`config.mk`:
```
export PLATFORM = sky130hd
export DESIGN_NAME = scatter
export DESIGN_NICKNAME = d
export VERILOG_FILES = /design/src/rtl/scatter.sv
export SDC_FILE = /design/constraint.sdc
export NUM_CORES = 1
export LEC_CHECK = 0
export CORE_MARGIN = 1
export CORE_UTILIZATION = 50
export CTS_BUF_LIST = sky130_fd_sc_hd__clkbuf_8
export CTS_CLUSTER_DIAMETER = 120
export DETAILED_ROUTE_END_ITERATION = 12
export GPL_ROUTABILITY_DRIVEN = 0
export PLACE_DENSITY = 0.71
export SLEW_MARGIN = 20
export SYNTH_ARGS = -nofsm -noshare
export SYNTH_HDL_FRONTEND = slang
export SYNTH_SLANG_ARGS = --single-unit
export TNS_END_PERCENT = 50
```
`constraint.sdc`:
```
create_clock -name clock -period 6 [get_ports clock]
set_input_delay 0.9 -clock clock [delete_from_list [all_inputs] [get_ports clock]]
set_output_delay 0.9 -clock clock [all_outputs]
set_load 0.02 [all_outputs]
```
`src/rtl/scatter.sv`:
```
`default_nettype none
// +-------------------------------------------------------------------------+
// | Module   : scatter                                                      |
// | Purpose  : FIFO-buffered task distributor feeding two solver cores with |
// |            round-robin/fallback dispatch and per-core in-flight credits |
// | Revision : 1.0  initial release                                         |
// +-------------------------------------------------------------------------+
module scatter #(
    parameter int WIDTH        = 40,
    parameter int DEPTH        = 8,
    parameter int MAX_INFLIGHT = 4
) (
    input  logic                              clock,
    input  logic                              reset,
    input  logic [WIDTH-1:0]                  m_data,
    input  logic                              m_valid,
    output logic                              m_ready,
    output logic [WIDTH-1:0]                  s0_data,
    output logic                              s0_valid,
    input  logic                              s0_ready,
    input  logic                              s0_done,
    output logic [WIDTH-1:0]                  s1_data,
    output logic                              s1_valid,
    input  logic                              s1_ready,
    input  logic                              s1_done,
    output logic [$clog2(DEPTH+1)-1:0]        count,
    output logic [$clog2(MAX_INFLIGHT+1)-1:0] inflight0,
    output logic [$clog2(MAX_INFLIGHT+1)-1:0] inflight1,
    output logic                              idle,
    output logic                              error
);

    localparam int c_aw = $clog2(DEPTH);
    localparam int c_cw = $clog2(DEPTH + 1);
    localparam int c_iw = $clog2(MAX_INFLIGHT + 1);
    localparam logic [c_cw-1:0] c_full_cnt = c_cw'(DEPTH);
    localparam logic [c_iw:0]   c_max_ext  = (c_iw + 1)'(MAX_INFLIGHT);

    // FIFO storage and pointers
    logic [WIDTH-1:0] mem_q [DEPTH];
    logic [c_aw-1:0]  wr_ptr_q, wr_ptr_d;
    logic [c_aw-1:0]  rd_ptr_q, rd_ptr_d;
    logic [c_cw-1:0]  count_q, count_d;

    // Output registers, credit counters, arbitration and status
    logic [WIDTH-1:0] s0_data_q, s0_data_d;
    logic [WIDTH-1:0] s1_data_q, s1_data_d;
    logic             s0_valid_q, s0_valid_d;
    logic             s1_valid_q, s1_valid_d;
    logic [c_iw-1:0]  inflight0_q, inflight0_d;
    logic [c_iw-1:0]  inflight1_q, inflight1_d;
    logic             prio_q, prio_d;
    logic             error_q, error_d;

    logic             w_full;
    logic             w_empty;
    logic             w_push;
    logic             w_dispatch;
    logic             w_sel;
    logic             w_hs0, w_hs1;
    logic             w_free0, w_free1;
    logic             w_credit0, w_credit1;
    logic             w_elig0, w_elig1;
    logic [c_iw:0]    w_load0, w_load1;
    logic [WIDTH-1:0] w_head;

    assign w_full  = (count_q == c_full_cnt);
    assign w_empty = (count_q == '0);
    assign w_push  = m_valid && !w_full;
    assign w_head  = mem_q[rd_ptr_q];

    assign w_hs0 = s0_valid_q && s0_ready;
    assign w_hs1 = s1_valid_q && s1_ready;

    // Credit counts both accepted-not-done tasks and the one parked in the output register
    assign w_load0   = {1'b0, inflight0_q} + {{c_iw{1'b0}}, s0_valid_q};
    assign w_load1   = {1'b0, inflight1_q} + {{c_iw{1'b0}}, s1_valid_q};
    assign w_credit0 = (w_load0 < c_max_ext);
    assign w_credit1 = (w_load1 < c_max_ext);
    assign w_free0   = !s0_valid_q || s0_ready;
    assign w_free1   = !s1_valid_q || s1_ready;
    assign w_elig0   = w_free0 && w_credit0;
    assign w_elig1   = w_free1 && w_credit1;

    // w_sel: 0 targets core 0, 1 targets core 1
    assign w_dispatch = !w_empty && (w_elig0 || w_elig1);
    assign w_sel      = (w_elig0 && w_elig1) ? prio_q : w_elig1;

    always_comb begin
        wr_ptr_d = wr_ptr_q;
        rd_ptr_d = rd_ptr_q;
        count_d  = count_q;
        prio_d   = prio_q;

        if (w_push) begin
            wr_ptr_d = wr_ptr_q + c_aw'(1);
        end
        if (w_dispatch) begin
            rd_ptr_d = rd_ptr_q + c_aw'(1);
            prio_d   = !w_sel;
        end

        case ({w_push, w_dispatch})
            2'b10:   count_d = count_q + c_cw'(1);
            2'b01:   count_d = count_q - c_cw'(1);
            default: count_d = count_q;
        endcase
    end

    always_comb begin
        s0_valid_d = s0_valid_q;
        s0_data_d  = s0_data_q;
        s1_valid_d = s1_valid_q;
        s1_data_d  = s1_data_q;

        if (w_dispatch && !w_sel) begin
            s0_valid_d = 1'b1;
            s0_data_d  = w_head;
        end else if (s0_ready) begin
            s0_valid_d = 1'b0;
        end

        if (w_dispatch && w_sel) begin
            s1_valid_d = 1'b1;
            s1_data_d  = w_head;
        end else if (s1_ready) begin
            s1_valid_d = 1'b0;
        end
    end

    // A done with nothing outstanding leaves the counter at zero and latches the error
    always_comb begin
        inflight0_d = inflight0_q;
        inflight1_d = inflight1_q;
        error_d     = error_q;

        if (w_hs0 && !s0_done) begin
            inflight0_d = inflight0_q + c_iw'(1);
        end else if (s0_done && !w_hs0) begin
            if (inflight0_q == '0) begin
                error_d = 1'b1;
            end else begin
                inflight0_d = inflight0_q - c_iw'(1);
            end
        end

        if (w_hs1 && !s1_done) begin
            inflight1_d = inflight1_q + c_iw'(1);
        end else if (s1_done && !w_hs1) begin
            if (inflight1_q == '0) begin
                error_d = 1'b1;
            end else begin
                inflight1_d = inflight1_q - c_iw'(1);
            end
        end
    end

    always_ff @(posedge clock) begin
        if (reset) begin
            wr_ptr_q    <= '0;
            rd_ptr_q    <= '0;
            count_q     <= '0;
            s0_valid_q  <= 1'b0;
            s1_valid_q  <= 1'b0;
            s0_data_q   <= '0;
            s1_data_q   <= '0;
            inflight0_q <= '0;
            inflight1_q <= '0;
            prio_q      <= 1'b0;
            error_q     <= 1'b0;
        end else begin
            wr_ptr_q    <= wr_ptr_d;
            rd_ptr_q    <= rd_ptr_d;
            count_q     <= count_d;
            s0_valid_q  <= s0_valid_d;
            s1_valid_q  <= s1_valid_d;
            s0_data_q   <= s0_data_d;
            s1_data_q   <= s1_data_d;
            inflight0_q <= inflight0_d;
            inflight1_q <= inflight1_d;
            prio_q      <= prio_d;
            error_q     <= error_d;
        end
    end

    // Storage needs no reset; pointers and count define what is valid
    always_ff @(posedge clock) begin
        if (w_push) begin
            mem_q[wr_ptr_q] <= m_data;
        end
    end

    assign m_ready   = !w_full;
    assign s0_data   = s0_data_q;
    assign s0_valid  = s0_valid_q;
    assign s1_data   = s1_data_q;
    assign s1_valid  = s1_valid_q;
    assign count     = count_q;
    assign inflight0 = inflight0_q;
    assign inflight1 = inflight1_q;
    assign error     = error_q;
    assign idle      = w_empty && !s0_valid_q && !s1_valid_q &&
                       (inflight0_q == '0) && (inflight1_q == '0);

endmodule
`default_nettype wire

```
==> flow_summary.ini, run 1 <==
[clock_network]
clock_latency_ps = 570
cts_tree = yes
cts_made_buffers = 68
clk_pin_slew_worst_paths_ps = 60
post-cts-setup-buffers = 0
cts_resized = 0
cts-root-buf = clkbuf_8
clock_sinks = 423
ctsHtreeMaxLevel = 3
postCtsHoldBufs = 0
cts_max_path_buffers = 3

[floorplanning]
dieHeight_um = 182
initial_core_util = 0.510
coreArea_sq_um = 31700
die_w_um = 182
rows = 65
design.portCount = 142
die_area_sq_um = 33100

[routing]
wl_per_cell_um = 21.1
drtIter0Drc = 577
ant_nets = 0
viasPerCell = 5.47
drt-total-wl_mm = 33.6
vias = 8692
drc = 0
first_pass_iters = 7

[run]
drv_cap = 0

[timing]
drv_slew = 0
finalClockSkew_ps = 27.7
min_period_ps = 3610
fin_crit_sh = 0.601
rsz0062_at_grt = false
finalHoldViolations = 0
whs_ps = 482
fmax_ghz = 0.277
setup_viol = 0
tns_ps = 0
slew_headroom = 0.313
tightest_slew_ps = 1030

[final_layout]
nets = 1191
drive_above_1_share = 0.238
synthToLayoutAreaGrowth_pct = 19.6
fillers = 2335
diodes = 0

[setup_path]
path_class = flip-flop to output port
critical_path_required_ps = 5100
cp_max_fo = 9
arrival_ps = 2710
startpoint_type = flip-flop
endpoint_kind = output port

[outcome]
status = complete, no violations

[global_routing]
overflow = 0
grt_pass1_vias = 9016
grt_pass1_wl_mm = 51.7
grt_max_degree = 72
antenna_found_initial = 2
grt_usage = 0.209

[synth]
ys_seq_area_frac = 0.722
async_reset_ff_frac = 0
synth_top_area_cell = edfxtp_1
ys.flop_type = edfxtp_1
synth_edf_count = 320
yosysUniqueCellTypes = 38
synth_area_leaders = edfxtp_1, dfxtp_1, mux4_2
ys_ff_latch = 423
synthCells = 952
syn_area_sq_um = 16200
ys_warn_count = 0
syn_avg_cell_area_sq_um = 17.0
synth_top_area_frac = 0.594
syn-num-nets = 1010

[hold_path]
hp-class = flip-flop to flip-flop

[place]
io_buffer_count = 141
hpwlAfterDp_mm = 19.7

[power_and_ir_drop]
powerDensity_nw_per_um2 = 494
power.leakage_uw = 0.00643
ir_drop_mv = 0.287
cell usage after synthesis, types with 9 or more instances:
master      n
nor2_1    184
nand2_1    13
edfxtp_1  320
dfxtp_1   103
clkbuf_1   26
mux4_2     80
ha_1        9
mux2_2     40
xor2_1      9
nor3_1     52
buf_2      17
nor3_2     38
cells in the final DEF, fill, tap and decap left out, types with 13 or more instances in the layout:
cell               n
edfxtp_1         320
mux4_2            80
nor2_1           181
clkdlybuf4s50_1  140
inv_1             39
buf_4             22
dfxtp_1          100
nor3_2            42
mux2_2            40
nand2_1           13
clkbuf_8          78
nor3_1            48
layer usage:
layer / routed length (um) / vias up / global-route usage / share of wire
li1: - / 3987 / - / -
met1: 14400 / 4403 / 0.277 / 0.43
met2: 16600 / 250 / 0.346 / 0.49
met3: 1920 / 50 / 0.0417 / 0.057
met4: 670 / 2 / 0.0705 / 0.020
met5: 12 / - / 0 / 0.00036
final timing paths:
path / startpoint / cells past startpoint / endpoint / slack (ps)
max reg2reg: s1_valid / 11 / count[2] / 3140
min reg2reg: error / 2 / error / 480
min: error / 2 / error / 480
max: count[1] / 4 / idle / 2390
flip-flops by register name, summed over array words and instances (netlist names), 3 cells and up, named ones only:
signal	cells
mem_q	320
s0_data	40
s1_data	40
count	4
inflight0	3
inflight1	3
rd_ptr_q	3
wr_ptr_q	3
power by group:
part           internal [uW]  switching, uW
clock network           1230           1080
registers               3560            308
logic                   1490           1890
cells by family (layout without fill, tap and decap cells):
family	count (synthesis)	count (layout)	share of synthesized area
AOI/OAI and AO/OA	22	22	0.0113
xor gates and xnor gates	12	12	0.00650
adders and majority gates	11	11	0.00944
buffers and inverters	58	293	0.0176
DFF	423	423	0.722
muxes	122	122	0.141
and+or+nand+nor	304	304	0.0926
worst max-delay path, cell delays in order (launching register included):
cell and delay, ps:
dfxtp_1 390, nor4_1 810, nand3_1 130, nor3_1 180, clkdlybuf4s50_1 630
metrics by stage:
step | instances | utilization | cell area [sq um] | total power (uW) | setup slack, ps
finish | 1589 | 0.609 | 19300 | 9560 | 2390
CTS | 1589 | 0.609 | 19300 | 9670 | 2370
global placement | 1465 | 0.569 | 18000 | 7270 | 2200
detailed placement | 1465 | 0.569 | 18000 | 7340 | 2150
global route | 1589 | 0.609 | 19300 | 10100 | 2230
floorplan | 952 | - | 16200 | 6200 | 445
layout make-up:
class	instances	area, sq um	share of cell area
Sequential cell	423	11700	0.604
Multi-Input combinational cell	471	4260	0.220
Timing Repair Buffer	162	1570	0.0810
Clock buffer	78	1070	0.0555
Tap cell	402	503	0.0260
Clock inverter	46	224	0.0116
Inverter	7	26.3	0.00136
Power figures use the tool's default switching activity.
==> run 2: changes to the inputs <==
- PLACE_DENSITY: 0.71 -> 0.73
- clock period: 6 -> 3.3 ns (I/O delays scaled with it)
==> flow_summary.ini, run 2 (same netlist as run 1, synthesis figures left out) <==
[outcome]
status = complete, no violations

[routing]
drtIter0Drc = 667
wl_per_cell_um = 20.6
drt-total-wl_mm = 33.1
viasPerCell = 5.43
ant_nets = 0
first_pass_iters = 5
drc = 0
vias = 8709

[floorplanning]
die_area_sq_um = 33100
initial_core_util = 0.510
coreArea_sq_um = 31700
design.portCount = 142
rows = 65
dieHeight_um = 182
die_w_um = 182

[clock_network]
clock_latency_ps = 580
clk_pin_slew_worst_paths_ps = 60
post-cts-setup-buffers = 0
cts_made_buffers = 67
postCtsHoldBufs = 0
cts_tree = yes
cts-root-buf = clkbuf_8
ctsHtreeMaxLevel = 3
cts_max_path_buffers = 3
clock_sinks = 423
cts_resized = 0

[setup_path]
startpoint_type = flip-flop
reg2reg_to = count[2]
startpoint = count[0]
reg2reg_slack_ps = 870
critPathMaxStageDelay_ps = 630
critical_path_required_ps = 2800
cp_slowest_cell = clkdlybuf4s50_1
arrival_ps = 2210
worst_r2r_path_depth = 11
crit_chain = nor4_1, buf_4, nand3_1, nor3_1, clkdlybuf4s50_1
worstSetupEndpoint = idle
endpoint_kind = output port
r2r-start = s1_valid
path_class = flip-flop to output port
cp_max_fo = 7

[timing]
rsz0062_at_grt = false
finalHoldViolations = 0
setup_viol = 0
fmax_ghz = 0.370
drv_slew = 0
fin_crit_sh = 0.820
whs_ps = 487
finalClockSkew_ps = 16.8
tightest_slew_ps = 842
min_period_ps = 2700
slew_headroom = 0.439

[final_layout]
final_cell_area_sq_um = 19600
synthToLayoutAreaGrowth_pct = 21.0
nets = 1203
final_util = 0.617
final_cells = 1603
layout_common_cells = edfxtp_1, nor2_1, clkdlybuf4s50_1
top_register = mem_q
mostFrequentLayoutCell = edfxtp_1
drive_above_1_share = 0.249
largest_register_ffs = 320

[power_and_ir_drop]
power.leakage_uw = 0.00650
powerDensity_nw_per_um2 = 899
ir_drop_mv = 0.589

[place]
io_buffer_count = 141
place_area_sq_um = 18200
dp_cells = 1478
hpwlAfterDp_mm = 19.5

[global_routing]
antenna_found_initial = 2
grt_pass1_wl_mm = 51.1
grt_max_degree = 102
grt_usage = 0.206
overflow = 0
grt_pass1_vias = 8948

[hold_path]
hp-class = flip-flop to flip-flop

[run]
drv_cap = 0
run 2: worst max-delay path: cells and delay by family, from the launching register on:
kind | cells | cell delay [ps]
buf+inv | 2 | 810
flops | 1 | 370
simple gates | 3 | 460
run 2: worst min-delay path by stage:
| stage | start | to | slack, ps | cells after the start |
|---|---|---|---|---|
| 2_1_floorplan | rd_ptr_q[2] | flip-flop | 480 | 2 |
| 4_1_cts | reset | inflight1[0] | 490 | 3 |
| 3_3_place_gp | error | error | 470 | 2 |
| 3_5_place_dp | error | error | 480 | 2 |
| 5_1_grt | reset | inflight1[2] | 500 | 3 |
| 6_report | error | error | 490 | 2 |
run 2: per-layer routing:
metal | track usage | up-vias | share of wire | wire length, um
met3 | 0.0443 | 50 | 0.055 | 1830
met1 | 0.272 | 4407 | 0.43 | 14200
met4 | 0.0620 | 2 | 0.017 | 549
met5 | 0 | - | 0.00033 | 11
met2 | 0.344 | 236 | 0.50 | 16500
li1 | - | 4014 | - | -
run 2: final cells by class:
class,count,area [sq um]
fillers,2258,12200
flip-flops and latches,423,11700
multi-input cells,471,4270
repair buffers,175,1740
clock buffers,77,1060
well taps,402,503
clock inverters,47,287
inverters,7,26.3
diodes,1,2.50
run 2: power breakdown:
part	internal [uW]	leakage, uW	switching, uW	total (uW)
Clock	2380	0.000772	1980	4350
Combinational	2810	0.00197	3390	6200
Sequential	6480	0.00375	567	7040
run 2: stage by stage:
step | total power (uW) | setup TNS, ps | worst slack, ps
after floorplan | 11300 | -208770 | -1190
after global placement | 13300 | 0 | 282
after detailed placement | 13400 | 0 | 296
after CTS | 17800 | 0 | 553
after global routing | 18600 | 0 | 379
final | 17600 | 0 | 595
